===== src/rtl/coprocessador_filtro.sv =====
// coprocessador_filtro: 3x3 edge-detection coprocessor streaming a RAM image.
// Optional macro COPROC_ABS_EN: use |A-B| so both edge polarities are detected.
module coprocessador_filtro #(
    parameter int IMG_W  = 64,
    parameter int IMG_H  = 64,
    parameter int PIX_W  = 8,
    parameter int ADDR_W = 12,
    parameter int LIMIAR = 128
) (
    input  logic              clock_50MHz,
    input  logic              reset_n,
    input  logic              enable_start,
    input  logic              modo,
    input  logic [PIX_W-1:0]  q,
    output logic [ADDR_W-1:0] rdaddress,
    output logic [ADDR_W-1:0] wraddress,
    output logic              pixel,
    output logic              enable,
    output logic              ocupado,
    output logic              ACABOU
);

    localparam int SW = PIX_W + 2;
    localparam int XW = (IMG_W > 1) ? $clog2(IMG_W) : 1;
    localparam int YW = (IMG_H > 1) ? $clog2(IMG_H) : 1;

    localparam logic [ADDR_W-1:0] WA   = ADDR_W'(IMG_W);
    localparam logic [ADDR_W-1:0] ONE  = ADDR_W'(1);
    localparam logic [ADDR_W-1:0] LAST = ADDR_W'(IMG_W * IMG_H - 1);
    localparam logic [XW-1:0]     XMAX = XW'(IMG_W - 1);
    localparam logic [YW-1:0]     YMAX = YW'(IMG_H - 1);
    localparam logic [SW-1:0]     SMAX = SW'((1 << PIX_W) - 1);
    localparam logic [31:0]       LIM  = 32'(LIMIAR);

    typedef enum logic [2:0] {
        IDLE,
        LER,
        CALC,
        COMP,
        ESCREVE,
        FIM
    } state_t;

    state_t state;
    state_t state_nx;

    logic [ADDR_W-1:0] addr;
    logic [XW-1:0]     x;
    logic [YW-1:0]     y;
    logic [XW-1:0]     x_nx;
    logic [YW-1:0]     y_nx;
    logic              x_end;
    logic              last;
    logic              modo_r;
    logic [2:0]        cnt;
    logic [PIX_W-1:0]  smp [0:5];
    logic [SW-1:0]     a_sum;
    logic [SW-1:0]     b_sum;
    logic [SW-1:0]     d_val;
    logic              border_cur;

    // Border test on frame coordinates; border pixels are never read.
    function automatic logic is_border(input logic [XW-1:0] xv,
                                       input logic [YW-1:0] yv);
        is_border = (xv == '0) || (xv == XMAX) ||
                    (yv == '0) || (yv == YMAX);
    endfunction

    // Doubles a sample and saturates it at the pixel full scale.
    function automatic logic [SW-1:0] dbl(input logic [PIX_W-1:0] s);
        logic [SW-1:0] t;
        t = {1'b0, s, 1'b0};
        dbl = (t > SMAX) ? SMAX : t;
    endfunction

    // Neighbour address for read slot k; the first three slots feed A.
    function automatic logic [ADDR_W-1:0] rd_addr(
        input logic [ADDR_W-1:0] base,
        input logic [2:0]        k,
        input logic              m
    );
        logic [ADDR_W-1:0] up;
        logic [ADDR_W-1:0] dn;
        up = base - WA;
        dn = base + WA;
        case ({m, k})
            4'b0_000: rd_addr = up - ONE;
            4'b0_001: rd_addr = base - ONE;
            4'b0_010: rd_addr = dn - ONE;
            4'b0_011: rd_addr = up + ONE;
            4'b0_100: rd_addr = base + ONE;
            4'b0_101: rd_addr = dn + ONE;
            4'b1_000: rd_addr = up - ONE;
            4'b1_001: rd_addr = up;
            4'b1_010: rd_addr = up + ONE;
            4'b1_011: rd_addr = dn - ONE;
            4'b1_100: rd_addr = dn;
            4'b1_101: rd_addr = dn + ONE;
            default:  rd_addr = base;
        endcase
    endfunction

    assign x_end      = (x == XMAX);
    assign x_nx       = x_end ? '0 : x + XW'(1);
    assign y_nx       = x_end ? y + YW'(1) : y;
    assign last       = (addr == LAST);
    assign border_cur = is_border(x, y);

    assign wraddress = addr;
    assign enable    = (state == ESCREVE);
    assign pixel     = (state == ESCREVE) && !border_cur &&
                       ({{(32-SW){1'b0}}, d_val} >= LIM);

    // State register.
    always_ff @(posedge clock_50MHz or negedge reset_n) begin
        if (!reset_n) begin
            state <= IDLE;
        end else begin
            state <= state_nx;
        end
    end

    // Next-state logic: interior pixels go through the read window.
    always_comb begin
        state_nx = state;
        case (state)
            IDLE: begin
                if (enable_start) begin
                    state_nx = is_border('0, '0) ? ESCREVE : LER;
                end
            end
            LER: begin
                if (cnt == 3'd6) begin
                    state_nx = CALC;
                end
            end
            CALC:    state_nx = COMP;
            COMP:    state_nx = ESCREVE;
            ESCREVE: begin
                if (last) begin
                    state_nx = FIM;
                end else if (is_border(x_nx, y_nx)) begin
                    state_nx = ESCREVE;
                end else begin
                    state_nx = LER;
                end
            end
            FIM:     state_nx = IDLE;
            default: state_nx = IDLE;
        endcase
    end

    // Datapath: address walk, neighbour reads, sums and status flags.
    always_ff @(posedge clock_50MHz or negedge reset_n) begin
        if (!reset_n) begin
            addr      <= '0;
            x         <= '0;
            y         <= '0;
            modo_r    <= 1'b0;
            cnt       <= '0;
            rdaddress <= '0;
            a_sum     <= '0;
            b_sum     <= '0;
            d_val     <= '0;
            ocupado   <= 1'b0;
            ACABOU    <= 1'b0;
            for (int i = 0; i < 6; i++) begin
                smp[i] <= '0;
            end
        end else begin
            case (state)
                IDLE: begin
                    if (enable_start) begin
                        modo_r  <= modo;
                        ACABOU  <= 1'b0;
                        ocupado <= 1'b1;
                        addr    <= '0;
                        x       <= '0;
                        y       <= '0;
                        cnt     <= '0;
                        if (state_nx == LER) begin
                            rdaddress <= rd_addr('0, 3'd0, modo);
                        end
                    end
                end
                LER: begin
                    cnt <= cnt + 3'd1;
                    if (cnt < 3'd5) begin
                        rdaddress <= rd_addr(addr, cnt + 3'd1, modo_r);
                    end
                    if (cnt != 3'd0) begin
                        smp[cnt - 3'd1] <= q;
                    end
                end
                CALC: begin
                    a_sum <= dbl(smp[0]) + dbl(smp[1]) + dbl(smp[2]);
                    b_sum <= dbl(smp[3]) + dbl(smp[4]) + dbl(smp[5]);
                end
                COMP: begin
`ifdef COPROC_ABS_EN
                    d_val <= (a_sum >= b_sum) ? a_sum - b_sum
                                              : b_sum - a_sum;
`else
                    d_val <= (a_sum >= b_sum) ? a_sum - b_sum : '0;
`endif
                end
                ESCREVE: begin
                    if (last) begin
                        ACABOU  <= 1'b1;
                        ocupado <= 1'b0;
                    end else begin
                        addr <= addr + ONE;
                        x    <= x_nx;
                        y    <= y_nx;
                        cnt  <= '0;
                        if (state_nx == LER) begin
                            rdaddress <= rd_addr(addr + ONE, 3'd0, modo_r);
                        end
                    end
                end
                default: begin
                end
            endcase
        end
    end

endmodule


===== config.mk =====
export PLATFORM = sky130hd
export DESIGN_NAME = coprocessador_filtro
export DESIGN_NICKNAME = d
export VERILOG_FILES = /design/src/rtl/coprocessador_filtro.sv
export SDC_FILE = /design/constraint.sdc
export NUM_CORES = 1
export LEC_CHECK = 0
export CORE_MARGIN = 4
export CORE_UTILIZATION = 53
export DETAILED_ROUTE_END_ITERATION = 7
export PLACE_DENSITY_LB_ADDON = 0.3
export SETUP_SLACK_MARGIN = 0.5
export SLEW_MARGIN = 20
export SYNTH_ARGS = -nofsm -noshare
export SYNTH_HDL_FRONTEND = slang
export SYNTH_SLANG_ARGS = --single-unit

===== constraint.sdc =====
create_clock -name clock_50MHz -period 4 [get_ports clock_50MHz]
set_input_delay 1.2 -clock clock_50MHz [delete_from_list [all_inputs] [get_ports clock_50MHz]]
set_output_delay 1.2 -clock clock_50MHz [all_outputs]
set_load 0.02 [all_outputs]

==> impl_summary.log, run 1 <==
[metrics] number of hold buffers added after cts: 0
[metrics] routed wire length per instance: 18.1 um
[metrics] leading cell types in the layout, fill and taps excluded: sky130_fd_sc_hd__dfrtp_1 (114), sky130_fd_sc_hd__nand2_1 (92), sky130_fd_sc_hd__o21ai_0 (73)
[metrics] relative area change from synthesis to final layout: 13.8%
[metrics] number of setup buffers added after CTS: 0
[metrics] count of final max-slew check failures: 0
[metrics] share of the clock period used by the worst path: 0.831
[metrics] GRT Overall Usage: 0.248
[metrics] CTS HTree Levels: 4
[metrics] proportion of synthesized chip area in sequential cells: 0.338
[metrics] maximum ir drop on the vdd rail: 0.000438 V
[metrics] RSZ-0062 raised after global routing: false
[metrics] half-perimeter wire length after placement: 15,500 um
[metrics] Fin Setup TNS: 0 ns
[metrics] result of the run: finished, final reports clean
[metrics] Worst Hold Slack: 0.484 ns
[metrics] EDFF count, synth: 0
[metrics] area enclosed by the die boundary: 0.0183 mm^2
[metrics] met2 layer wire length in the routed design: 10,700 um
[metrics] share of async-settable or async-resettable flops after synthesis: 1.00
[metrics] Leakage: 4.08 nW
[metrics] clock buffer count from CTS: 17
[metrics] placer's final routability congestion estimate: 1.00
[metrics] row cnt: 46
[metrics] overall overflow remaining after global route: 0
[metrics] nature of the critical path startpoint: flop
[metrics] width of the die: 135 um
[metrics] slew of the pin with the lowest slew margin: 0.868 ns
[metrics] source-to-sink clock delay at the later pin of the worst-skew pair: 0.43 ns
[metrics] Crit. End Element: primary output
[metrics] first-pass GRT wire length: 36,100 um
[metrics] Vias: 7,180
[metrics] Core ar.: 0.0159 mm^2
[metrics] Max-slew headroom: 0.419
[metrics] cell chosen for the clock root: sky130_fd_sc_hd__clkbuf_16
[metrics] number of flip-flops and latches in the synthesized netlist: 116
[metrics] crit path DAT: 2.12 ns
[metrics] biggest area consumer among synthesized cells: sky130_fd_sc_hd__dfrtp_1
[metrics] Clk pin slew, worst setup/hold paths: 0.06 ns
[metrics] count of pins on the block boundary: 40
[metrics] worst-case setup margin in the final layout: 0.677 ns
[metrics] Post-Place Setup Slack: 0.678 ns
[metrics] largest net degree at the start of global routing: 61
[metrics] synthesized instance count: 954
[metrics] drt pass-1 iters: 5
[metrics] number of distinct standard cells referenced by the synthesized netlist: 84
[metrics] initial antenna violation count: 0
[metrics] final antenna-violating net count: 0
[metrics] Data required, critical path: 2.80 ns
[metrics] n_diodes: 0
[metrics] most used flip-flop cell after synthesis: sky130_fd_sc_hd__dfrtp_1
[metrics] critical path fanouts, max: 9
[metrics] effective utilization at floorplan: 0.541
[metrics] Tightest Hold Check Type: reg2reg
[metrics] cell area after synthesis: 0.00860 mm^2
[metrics] clock tree sinks: 116
[metrics] die span in y: 135 um
[metrics] vias in the first global route: 7,015
[metrics] largest cells by area after synthesis: sky130_fd_sc_hd__dfrtp_1 (34%), sky130_fd_sc_hd__mux2_2 (6.8%), sky130_fd_sc_hd__ha_1 (5.7%), sky130_fd_sc_hd__fa_1 (4.4%), sky130_fd_sc_hd__o21ai_0 (4.2%)
[metrics] kind of critical path: reg2out
[metrics] vias per inst: 6.00
[metrics] endpoints failing hold: 0
[metrics] largest clock skew in the final design: 0.0113 ns
[metrics] Mapped Avg Cell Area: 9.01 um^2
[metrics] number of warnings printed during yosys synthesis: 0
[metrics] number of buffers inserted by port buffering: 39
[metrics] fraction of layout cells with a size suffix above 1: 0.175
[metrics] total power density per cell area: 760 mW/mm^2
[metrics] net count of the mapped netlist: 1,024
[metrics] worst-case clock buffer depth: 2
[metrics] DRC marker count from the first detailed-route iteration: 657
[metrics] upper clock frequency limit: 0.301 GHz
[metrics] endpoints failing setup: 0
[metrics] Top Layer Used: met4
[metrics] Gates resized, CTS repair: 4
[metrics] most frequent standard cell in the layout excluding fill and tap cells: sky130_fd_sc_hd__dfrtp_1
[metrics] number of maximum-capacitance violations: 0
[metrics] final worst path period need: 3.32 ns
[metrics] Remaining DRCs: 0
[metrics] final layout net count: 1,038
[metrics] DRT met1 WL: 9390 um
[metrics] detailed-routed wire length on met3: 1160 um
[metrics] Total Wirelength: 21,700 um
[metrics] clock tree from TritonCTS: done
[metrics] Synth top area share: 0.338
-- sequential cells by signal, indices dropped and copies added (netlist names) --
| signal | cells |
|---|---|
| smp | 48 |
| rdaddress | 12 |
| wraddress | 12 |
| a_sum | 10 |
| b_sum | 10 |
| x | 6 |
| y | 6 |
| cnt | 3 |
| d_val | 3 |
| state | 3 |
| ACABOU | 1 |
| modo_r | 1 |
| ocupado | 1 |
-- synthesized netlist by cell type (13+ instances only) --
cell,number
sky130_fd_sc_hd__clkbuf_1,41
sky130_fd_sc_hd__fa_1,19
sky130_fd_sc_hd__or2_2,43
sky130_fd_sc_hd__o21ai_0,73
sky130_fd_sc_hd__nor3_1,23
sky130_fd_sc_hd__nand4_1,13
sky130_fd_sc_hd__xnor2_1,26
sky130_fd_sc_hd__xor2_1,15
sky130_fd_sc_hd__nand3_1,31
sky130_fd_sc_hd__a21oi_1,43
sky130_fd_sc_hd__nor2_1,49
sky130_fd_sc_hd__mux2_2,52
sky130_fd_sc_hd__dfrtp_1,116
sky130_fd_sc_hd__inv_1,56
sky130_fd_sc_hd__ha_1,39
sky130_fd_sc_hd__nand2_1,92
-- critical path, cell delays in order (launching register included) --
cell,delay [ns]
sky130_fd_sc_hd__dfrtp_1,0.47
sky130_fd_sc_hd__or3_1,0.44
sky130_fd_sc_hd__nor3b_1,0.22
sky130_fd_sc_hd__a31oi_1,0.08
sky130_fd_sc_hd__o311ai_0,0.10
sky130_fd_sc_hd__nor3_1,0.09
sky130_fd_sc_hd__clkdlybuf4s15_1,0.29
-- kinds of logic (layout without fill, tap and decap cells) --
| logic type | Yosys count | after routing | share of synthesized area |
|---|---|---|---|
| mux | 59 | 59 | 0.0779 |
| flops | 116 | 116 | 0.338 |
| buf+inv | 115 | 142 | 0.0544 |
| fa+ha+maj | 58 | 58 | 0.101 |
| compound gates | 253 | 253 | 0.201 |
| xor+xnor | 43 | 43 | 0.0455 |
| simple gates | 310 | 310 | 0.183 |
-- per-stage QoR --
stage                     std cells   util  power [mW]  cell area [um^2]
after CTS                      1197  0.614        7.44              9760
after global routing           1197  0.616        7.99              9790
after detailed placement       1165  0.574        5.75              9120
after floorplan                 954      -        4.68              8600
final                          1197  0.616        7.44              9790
after global placement         1165  0.574        5.70              9120
-- cell type report --
cell class	count	area [um^2]
fillers	1393	6100
multi-input cells	723	5260
flip-flops and latches	116	2910
repair buffers	54	513
clock buffers	17	425
well taps	216	270
inverters	56	210
clock inverters	15	205
-- where the power goes --
part           internal [mW]  switching [mW]  total (mW)
Clock                   1.05           0.595        1.64
Combinational           1.72            2.28        4.00
Sequential              1.42           0.384        1.80
Total                   4.18            3.25        7.44
-- routing by layer --
metal	global-route usage	up-vias
met4	0.0789	0
li1	-	3460
met5	0	-
met2	0.415	225
met1	0.326	3454
met3	0.0464	41
-- path summary, 6_finish.rpt --
| check | cells after the start | to | slack (ns) | startpoint |
|---|---|---|---|---|
| max in group asynchronous | 2 | smp[16] | 2.35 | reset_n |
| max | 6 | pixel | 0.68 | y[3] |
| min | 2 | a_sum[6] | 0.48 | a_sum[6] |
| max reg2reg | 9 | rdaddress[10] | 0.80 | wraddress[0] |
| min in group asynchronous | 1 | x[5] | 0.87 | reset_n |
| min reg2reg | 2 | a_sum[6] | 0.48 | a_sum[6] |
No activity file was read; power rests on OpenSTA's default activity.
==> inputs of run 2 (changes only) <==
==> constraint.sdc (replaced) <==
create_clock -name clock_50MHz -period 2.86 [get_ports clock_50MHz]
set_input_delay 0.858 -clock clock_50MHz [delete_from_list [all_inputs] [get_ports clock_50MHz]]
set_output_delay 0.858 -clock clock_50MHz [all_outputs]
set_load 0.02 [all_outputs]
==> impl_summary.log, run 2 (synthesis gave the netlist of run 1 again) <==
[metrics] global-route met2 utilization: 0.478 (+0.0625)
[metrics] row cnt: 46 (unchanged)
[metrics] vias in the first global route: 8,228 (+17%)
[metrics] crit path DAT: 3.11 ns (+0.99 ns)
[metrics] Biggest register: smp
[metrics] Vias: 8,230 (+15%)
[metrics] first-pass GRT wire length: 41,400 um (+15%)
[metrics] drt pass-1 iters: 6 (+1)
[metrics] Leakage: 4.91 nW (+20%)
[metrics] switching share of total power: 0.434 (-0.00348)
[metrics] number of hold buffers added after cts: 0 (unchanged)
[metrics] width of the die: 135 um (unchanged)
[metrics] largest net degree at the start of global routing: 44 (-28%)
[metrics] worst-case clock buffer depth: 2 (unchanged)
[metrics] most frequent standard cell in the layout excluding fill and tap cells: sky130_fd_sc_hd__buf_4
[metrics] cell chosen for the clock root: sky130_fd_sc_hd__clkbuf_16
[metrics] worst-case setup margin in the final layout: 0.0686 ns (-0.608 ns)
[metrics] overall power: 12.6 mW (+69%)
[metrics] Register-to-Register Path Depth: 12 (+3)
[metrics] CTS HTree Levels: 4 (unchanged)
[metrics] n_diodes: 0 (unchanged)
[metrics] terminus of the critical flop-to-flop path: b_sum[9]
[metrics] endpoints failing hold: 0 (unchanged)
[metrics] upper clock frequency limit: 0.358 GHz
[metrics] final worst path period need: 2.79 ns
[metrics] part of the total power dissipated in sequential elements: 0.192 (-0.050)
[metrics] Tightest Hold Check Type: in2async
[metrics] share of total power in the clock network: 0.179 (-0.042)
[metrics] Data required, critical path: 3.18 ns (+0.38 ns)
[metrics] DRC marker count from the first detailed-route iteration: 929 (+41%)
[metrics] Crit. End Element: flop
[metrics] largest clock skew in the final design: 0.00936 ns (-0.00193 ns)
[metrics] result of the run: finished, final reports clean
[metrics] Core ar.: 0.0159 mm^2 (unchanged)
[metrics] internal power: 7.12 mW (+70%)
[metrics] count of final max-slew check failures: 0 (unchanged)
[metrics] Clk pin slew, worst setup/hold paths: 0.06 ns (about the same)
[metrics] Max-slew headroom: 0.471 (+0.0520)
[metrics] area enclosed by the die boundary: 0.0183 mm^2 (unchanged)
[metrics] die span in y: 135 um (unchanged)
[metrics] share of power burned in combinational logic: 0.628 (+0.091)
[metrics] Remaining DRCs: 0 (unchanged)
[metrics] source-to-sink clock delay at the later pin of the worst-skew pair: 0.42 ns (about the same)
[metrics] Post-Place Setup Slack: 0.0299 ns (-0.648 ns)
[metrics] origin of the critical flop-to-flop path: smp[7]
[metrics] maximum ir drop on the vdd rail: 0.000787 V (+80%)
[metrics] clock buffer count from CTS: 17 (unchanged)
[metrics] total power density per cell area: 1090 mW/mm^2 (+43%)
[metrics] busiest grt layer: met2
[metrics] endpoints failing setup: 0 (unchanged)
[metrics] clock tree sinks: 116 (unchanged)
[metrics] vias per inst: 6.20 (+3.3%)
[metrics] CP endpoint: b_sum[9]
[metrics] post-layout utilization of the core: 0.730 (+0.114)
[metrics] fraction of layout cells with a size suffix above 1: 0.386 (+0.210)
[metrics] M1 GR Usage: 0.345 (+0.0189)
[metrics] effective utilization at floorplan: 0.541 (unchanged)
[metrics] Worst setup startpoint: smp[7]
[metrics] final antenna-violating net count: 0 (unchanged)
[metrics] placer's final routability congestion estimate: 1.05 (+4.1%)
[metrics] GRT Overall Usage: 0.283 (+0.0348)
[metrics] net load switching power: 5.47 mW (+68%)
[metrics] count of pins on the block boundary: 40 (unchanged)
[metrics] initial antenna violation count: 0 (unchanged)
[metrics] leading cell types in the layout, fill and taps excluded: sky130_fd_sc_hd__buf_4 (124), sky130_fd_sc_hd__dfrtp_1 (99), sky130_fd_sc_hd__nand2_1 (84)
[metrics] half-perimeter wire length after placement: 16,800 um (+8.1%)
[metrics] routed wire length per instance: 19.3 um (+6.5%)
[metrics] number of buffers inserted by port buffering: 39 (unchanged)
[metrics] flop-to-flop setup slack: 0.07 ns (-0.73 ns)
[metrics] flip-flop count of the largest register after layout: 48 (unchanged)
[metrics] kind of critical path: reg2reg
[metrics] slew of the pin with the lowest slew margin: 0.791 ns (-0.0770 ns)
[metrics] relative area change from synthesis to final layout: 34.9%
[metrics] final layout net count: 1,169 (+13%)
[metrics] number of maximum-capacitance violations: 0 (unchanged)
[metrics] Total Wirelength: 25,600 um (+18%)
[metrics] share of the clock period used by the worst path: 0.976
[metrics] nature of the critical path startpoint: flop
[metrics] overall overflow remaining after global route: 0 (unchanged)
[metrics] critical path fanouts, max: 3 (-6)
[metrics] Fin Setup TNS: 0 ns (unchanged)
[metrics] count of placed standard cells in the final layout, fillers left out: 1,328 (+11%)
[metrics] Placed Cells: 1,223 (+5.0%)
[metrics] met3 capacity usage during global routing: 0.0624 (+0.0160)
[metrics] RSZ-0062 raised after global routing: true
[metrics] clock tree from TritonCTS: done
-- run 2: layout make-up --
class	instances	area (um^2)
Timing Repair Buffer	184	1570
Clock inverter	15	193
Tap cell	216	270
Clock buffer	17	425
Sequential cell	116	2930
Fill cell	1066	4290
Inverter	56	220
Multi-Input combinational cell	724	5990
-- run 2: stage by stage --
stage,hold slack (ns),area (um^2)
after CTS,0.451,11200
final,0.435,11600
after detailed placement,0.467,9820
after global placement,0.458,9820
after global routing,0.471,11600
after floorplan,0.438,8870
-- run 2: worst max-delay path: stages, from the launching register on --
cell	delay [ns]
sky130_fd_sc_hd__dfrtp_1	0.41
sky130_fd_sc_hd__or2_4	0.24
sky130_fd_sc_hd__fa_1	0.54
sky130_fd_sc_hd__ha_2	0.18
sky130_fd_sc_hd__inv_2	0.04
sky130_fd_sc_hd__fa_2	0.37
sky130_fd_sc_hd__inv_2	0.06
sky130_fd_sc_hd__a21oi_2	0.04
sky130_fd_sc_hd__o21bai_1	0.18
sky130_fd_sc_hd__a21oi_1	0.10
sky130_fd_sc_hd__o21bai_1	0.22
sky130_fd_sc_hd__a21oi_1	0.12
sky130_fd_sc_hd__o31ai_1	0.19
-- run 2: worst min-delay path by stage --
stage                            start      endpoint  slack, ns  depth (start not counted)
after global placement    rdaddress[0]  rdaddress[0]       0.46                          1
final                          reset_n          x[3]       0.44                          1
after global routing           reset_n          x[3]       0.47                          1
after detailed placement      b_sum[9]      b_sum[9]       0.47                          2
after floorplan               d_val[7]      d_val[7]       0.44                          2
after CTS                      reset_n          x[3]       0.45                          1
-- run 2: metal layers --
layer,share of wire,routed length (um)
met1,0.39,9900
met2,0.50,12800
met5,0,0
met4,0.044,1130
met3,0.071,1810
-- run 2: power groups by stage --
stage / Combinational (mW) / Clock (mW) / Sequential [mW]
CTS: 7.11 / 2.29 / 2.39
finish: 7.91 / 2.26 / 2.42
floorplan: 4.44 / 0 / 2.37
global route: 8.52 / 2.38 / 2.46
detailed placement: 6.28 / 0 / 2.40
global placement: 6.18 / 0 / 2.38
-- run 2: what timing repair did --
action | CTS | global route
endpoints found under the setup margin | 55 | 50
buffers inserted | 49 | 23
gates resized for setup | 129 | 65
gates cloned | 1 | 0
pin swaps | 71 | 40
==> inputs of run 3 (changes only) <==
--- a/config.mk
+++ b/config.mk
@@ -7,7 +7,9 @@
 export LEC_CHECK = 0
 export CORE_MARGIN = 4
 export CORE_UTILIZATION = 53
+export CTS_BUF_LIST = sky130_fd_sc_hd__clkbuf_4 sky130_fd_sc_hd__clkbuf_8
 export DETAILED_ROUTE_END_ITERATION = 7
+export GPL_TIMING_DRIVEN = 0
 export PLACE_DENSITY_LB_ADDON = 0.3
 export SETUP_SLACK_MARGIN = 0.5
 export SLEW_MARGIN = 20
==> impl_summary.log, run 3 (synthesis gave the netlist of run 1 again) <==
[metrics] DRC marker count from the first detailed-route iteration: 908 (-2.3%)
[metrics] placer's final routability congestion estimate: 1.01 (-3.9%)
[metrics] flip-flop count of the largest register after layout: 48 (unchanged)
[metrics] upper clock frequency limit: 0.352 GHz (-1.6%)
[metrics] nature of the critical path startpoint: flop
[metrics] Total Wirelength: 25,500 um (-0.37%)
[metrics] Max-slew headroom: 0.488 (+0.0168)
[metrics] first-pass GRT wire length: 39,800 um (-3.8%)
[metrics] overall power: 12.3 mW (-2.7%)
[metrics] Fin Setup TNS: 0 ns (unchanged)
[metrics] half-perimeter wire length after placement: 16,800 um (about the same)
[metrics] RSZ-0062 raised after global routing: true
[metrics] top cell family by delay on the critical path: adder cells
[metrics] Data required, critical path: 3.19 ns (about the same)
[metrics] effective utilization at floorplan: 0.541 (unchanged)
[metrics] clock tree from TritonCTS: done
[metrics] number of buffers inserted by port buffering: 39 (unchanged)
[metrics] count of placed standard cells in the final layout, fillers left out: 1,320 (-0.60%)
[metrics] routed wire length per instance: 19.3 um (+0.23%)
[metrics] source-to-sink clock delay at the later pin of the worst-skew pair: 0.47 ns (+0.05 ns)
[metrics] Biggest register: smp
[metrics] Leakage: 4.82 nW (-2.0%)
[metrics] Clk pin slew, worst setup/hold paths: 0.08 ns (+0.02 ns)
[metrics] Remaining DRCs: 0 (unchanged)
[metrics] critical path fanouts, max: 3 (unchanged)
[metrics] cells traversed along the worst timing path: buf_6, or2_4, fa_1, inv_1, fa_2, inv_2, a21oi_2, o21bai_1, a21oi_1, o21bai_1, buf_4, xnor2_2, o21ai_1
[metrics] initial antenna violation count: 0 (unchanged)
[metrics] fraction of layout cells with a size suffix above 1: 0.363 (-0.0226)
[metrics] leading cell types in the layout, fill and taps excluded: sky130_fd_sc_hd__dfrtp_1 (103), sky130_fd_sc_hd__nand2_1 (79), sky130_fd_sc_hd__buf_4 (71)
[metrics] Worst setup startpoint: smp[7]
[metrics] vias in the first global route: 7,705 (-6.4%)
[metrics] final layout net count: 1,161 (-0.68%)
[metrics] slowest stage cell, crit path: sky130_fd_sc_hd__fa_1
[metrics] result of the run: finished, final reports clean
[metrics] clock buffer count from CTS: 17 (unchanged)
[metrics] clock tree sinks: 116 (unchanged)
[metrics] width of the die: 135 um (unchanged)
[metrics] endpoints failing hold: 0 (unchanged)
[metrics] total power density per cell area: 1080 mW/mm^2 (-0.66%)
[metrics] number of hold buffers added after cts: 0 (unchanged)
[metrics] count of final max-slew check failures: 0 (unchanged)
[metrics] number of maximum-capacitance violations: 0 (unchanged)
[metrics] Buf/Inv on CP: 4 (+2)
[metrics] cell chosen for the clock root: sky130_fd_sc_hd__clkbuf_8
[metrics] Crit. End Element: flop
[metrics] maximum ir drop on the vdd rail: 0.000665 V (-15%)
[metrics] vias per inst: 6.20 (about the same)
[metrics] kind of critical path: reg2reg
[metrics] die span in y: 135 um (unchanged)
[metrics] worst-case clock buffer depth: 2 (unchanged)
[metrics] most frequent standard cell in the layout excluding fill and tap cells: sky130_fd_sc_hd__dfrtp_1
[metrics] final worst path period need: 2.84 ns (+0.0466 ns)
[metrics] Core ar.: 0.0159 mm^2 (unchanged)
[metrics] origin of the critical flop-to-flop path: smp[7]
[metrics] Critical Path Max Stage Delay: 0.55 ns (about the same)
[metrics] Tightest Hold Check Type: in2async
[metrics] endpoints failing setup: 0 (unchanged)
[metrics] largest net degree at the start of global routing: 70 (+59%)
[metrics] relative area change from synthesis to final layout: 32.2%
[metrics] overall overflow remaining after global route: 0 (unchanged)
[metrics] share of the clock period used by the worst path: 0.992 (+0.0163)
[metrics] CTS HTree Levels: 4 (unchanged)
[metrics] crit path DAT: 3.17 ns (+0.06 ns)
[metrics] Placed Cells: 1,210 (-1.1%)
[metrics] count of pins on the block boundary: 40 (unchanged)
[metrics] largest clock skew in the final design: 0.0190 ns (+0.00964 ns)
[metrics] drt pass-1 iters: 6 (unchanged)
[metrics] n_diodes: 0 (unchanged)
[metrics] row cnt: 46 (unchanged)
[metrics] slew of the pin with the lowest slew margin: 0.769 ns (-0.0223 ns)
[metrics] final antenna-violating net count: 0 (unchanged)
[metrics] area enclosed by the die boundary: 0.0183 mm^2 (unchanged)
[metrics] GRT Overall Usage: 0.275 (-0.00706)
[metrics] Worst Hold Slack: 0.397 ns (-0.0381 ns)
[metrics] CP most frequent cell: sky130_fd_sc_hd__o21bai_1
[metrics] Vias: 8,184 (-0.56%)
[run 3: cell count changes in the layout (fill, tap and decap cells not counted), sizes merged]
cell,change
buf,-44
clkbuf,+37
clkdlybuf4s15,-1
clkdlybuf4s50,+2
clkinvlp,+1
dlygate4sd2,-3
dlymetal6s2s,+4
inv,-3
xor2,-1
[run 3: final timing paths]
| path | endpoint | slack [ns] | cells after the start |
|---|---|---|---|
| max in group asynchronous | smp[47] | 1.76 | 2 |
| min in group clock_50MHz | rdaddress[5] | 0.48 | 1 |
| worst max-delay path | b_sum[7] | 0.02 | 13 |
| worst min-delay path | x[5] | 0.40 | 1 |
| worst max register to register | b_sum[7] | 0.02 | 13 |
| worst min register to register | rdaddress[5] | 0.48 | 1 |
[run 3: per-layer routing]
layer  routed length, um  up-vias  GRT usage  part of all wire
li1                    -     3714          -                 -
met2               12300      410      0.454              0.48
met1               10200     3972      0.359              0.40
met5                   0        -          0                 0
met3                2080       88     0.0550             0.082
met4                 925        0      0.107             0.036
[run 3: layout make-up]
| cell class | count | area (um^2) |
|---|---|---|
| sequential | 116 | 2920 |
| clock buffer | 19 | 262 |
| clock inverter | 13 | 171 |
| timing repair buffer | 118 | 1080 |
| inverter | 56 | 223 |
| multi-input combinational | 723 | 6050 |
| buffer | 59 | 390 |
| fill | 1164 | 4520 |
| tap | 216 | 270 |
[run 3: where the power goes]
part           switching, mW  leakage (nW)  internal [mW]  total, mW
Clock                  0.750         0.214          0.920       1.67
Sequential             0.245          1.48           1.99       2.23
Combinational           4.51          3.12           3.84       8.35
Total                   5.51          4.82           6.75       12.3
[run 3: repair_timing]
| action | CTS | global route |
|---|---|---|
| gates cloned | 2 | 0 |
| setup endpoints to repair | 99 | 86 |
| resized for setup | 135 | 108 |
| setup buffers | 58 | 18 |
| pin swaps | 68 | 42 |
[run 3: worst reg2reg max path, delay by kind of cell, from the launching register on]
kind                     cells  cell delay (ns)
XOR/XNOR                     1             0.09
buffers and inverters        4             0.42
AO/OA/AOI/OAI                5             0.59
adder cells (fa/ha/maj)      2             0.95
flip-flops                   1             0.43
AND/OR/NAND/NOR              1             0.23
[run 3: through the flow]
| stage | instance area (um^2) | worst slack [ns] | utilization |
|---|---|---|---|
| 5_1_grt | 11400 | -0.109 | 0.716 |
| 6_report | 11400 | 0.0221 | 0.716 |
| 4_1_cts | 10900 | 0.0514 | 0.684 |
| 3_3_place_gp | 9530 | -3.96 | 0.600 |
| 3_5_place_dp | 9570 | -0.391 | 0.602 |
| 2_1_floorplan | 8870 | 0.209 | - |
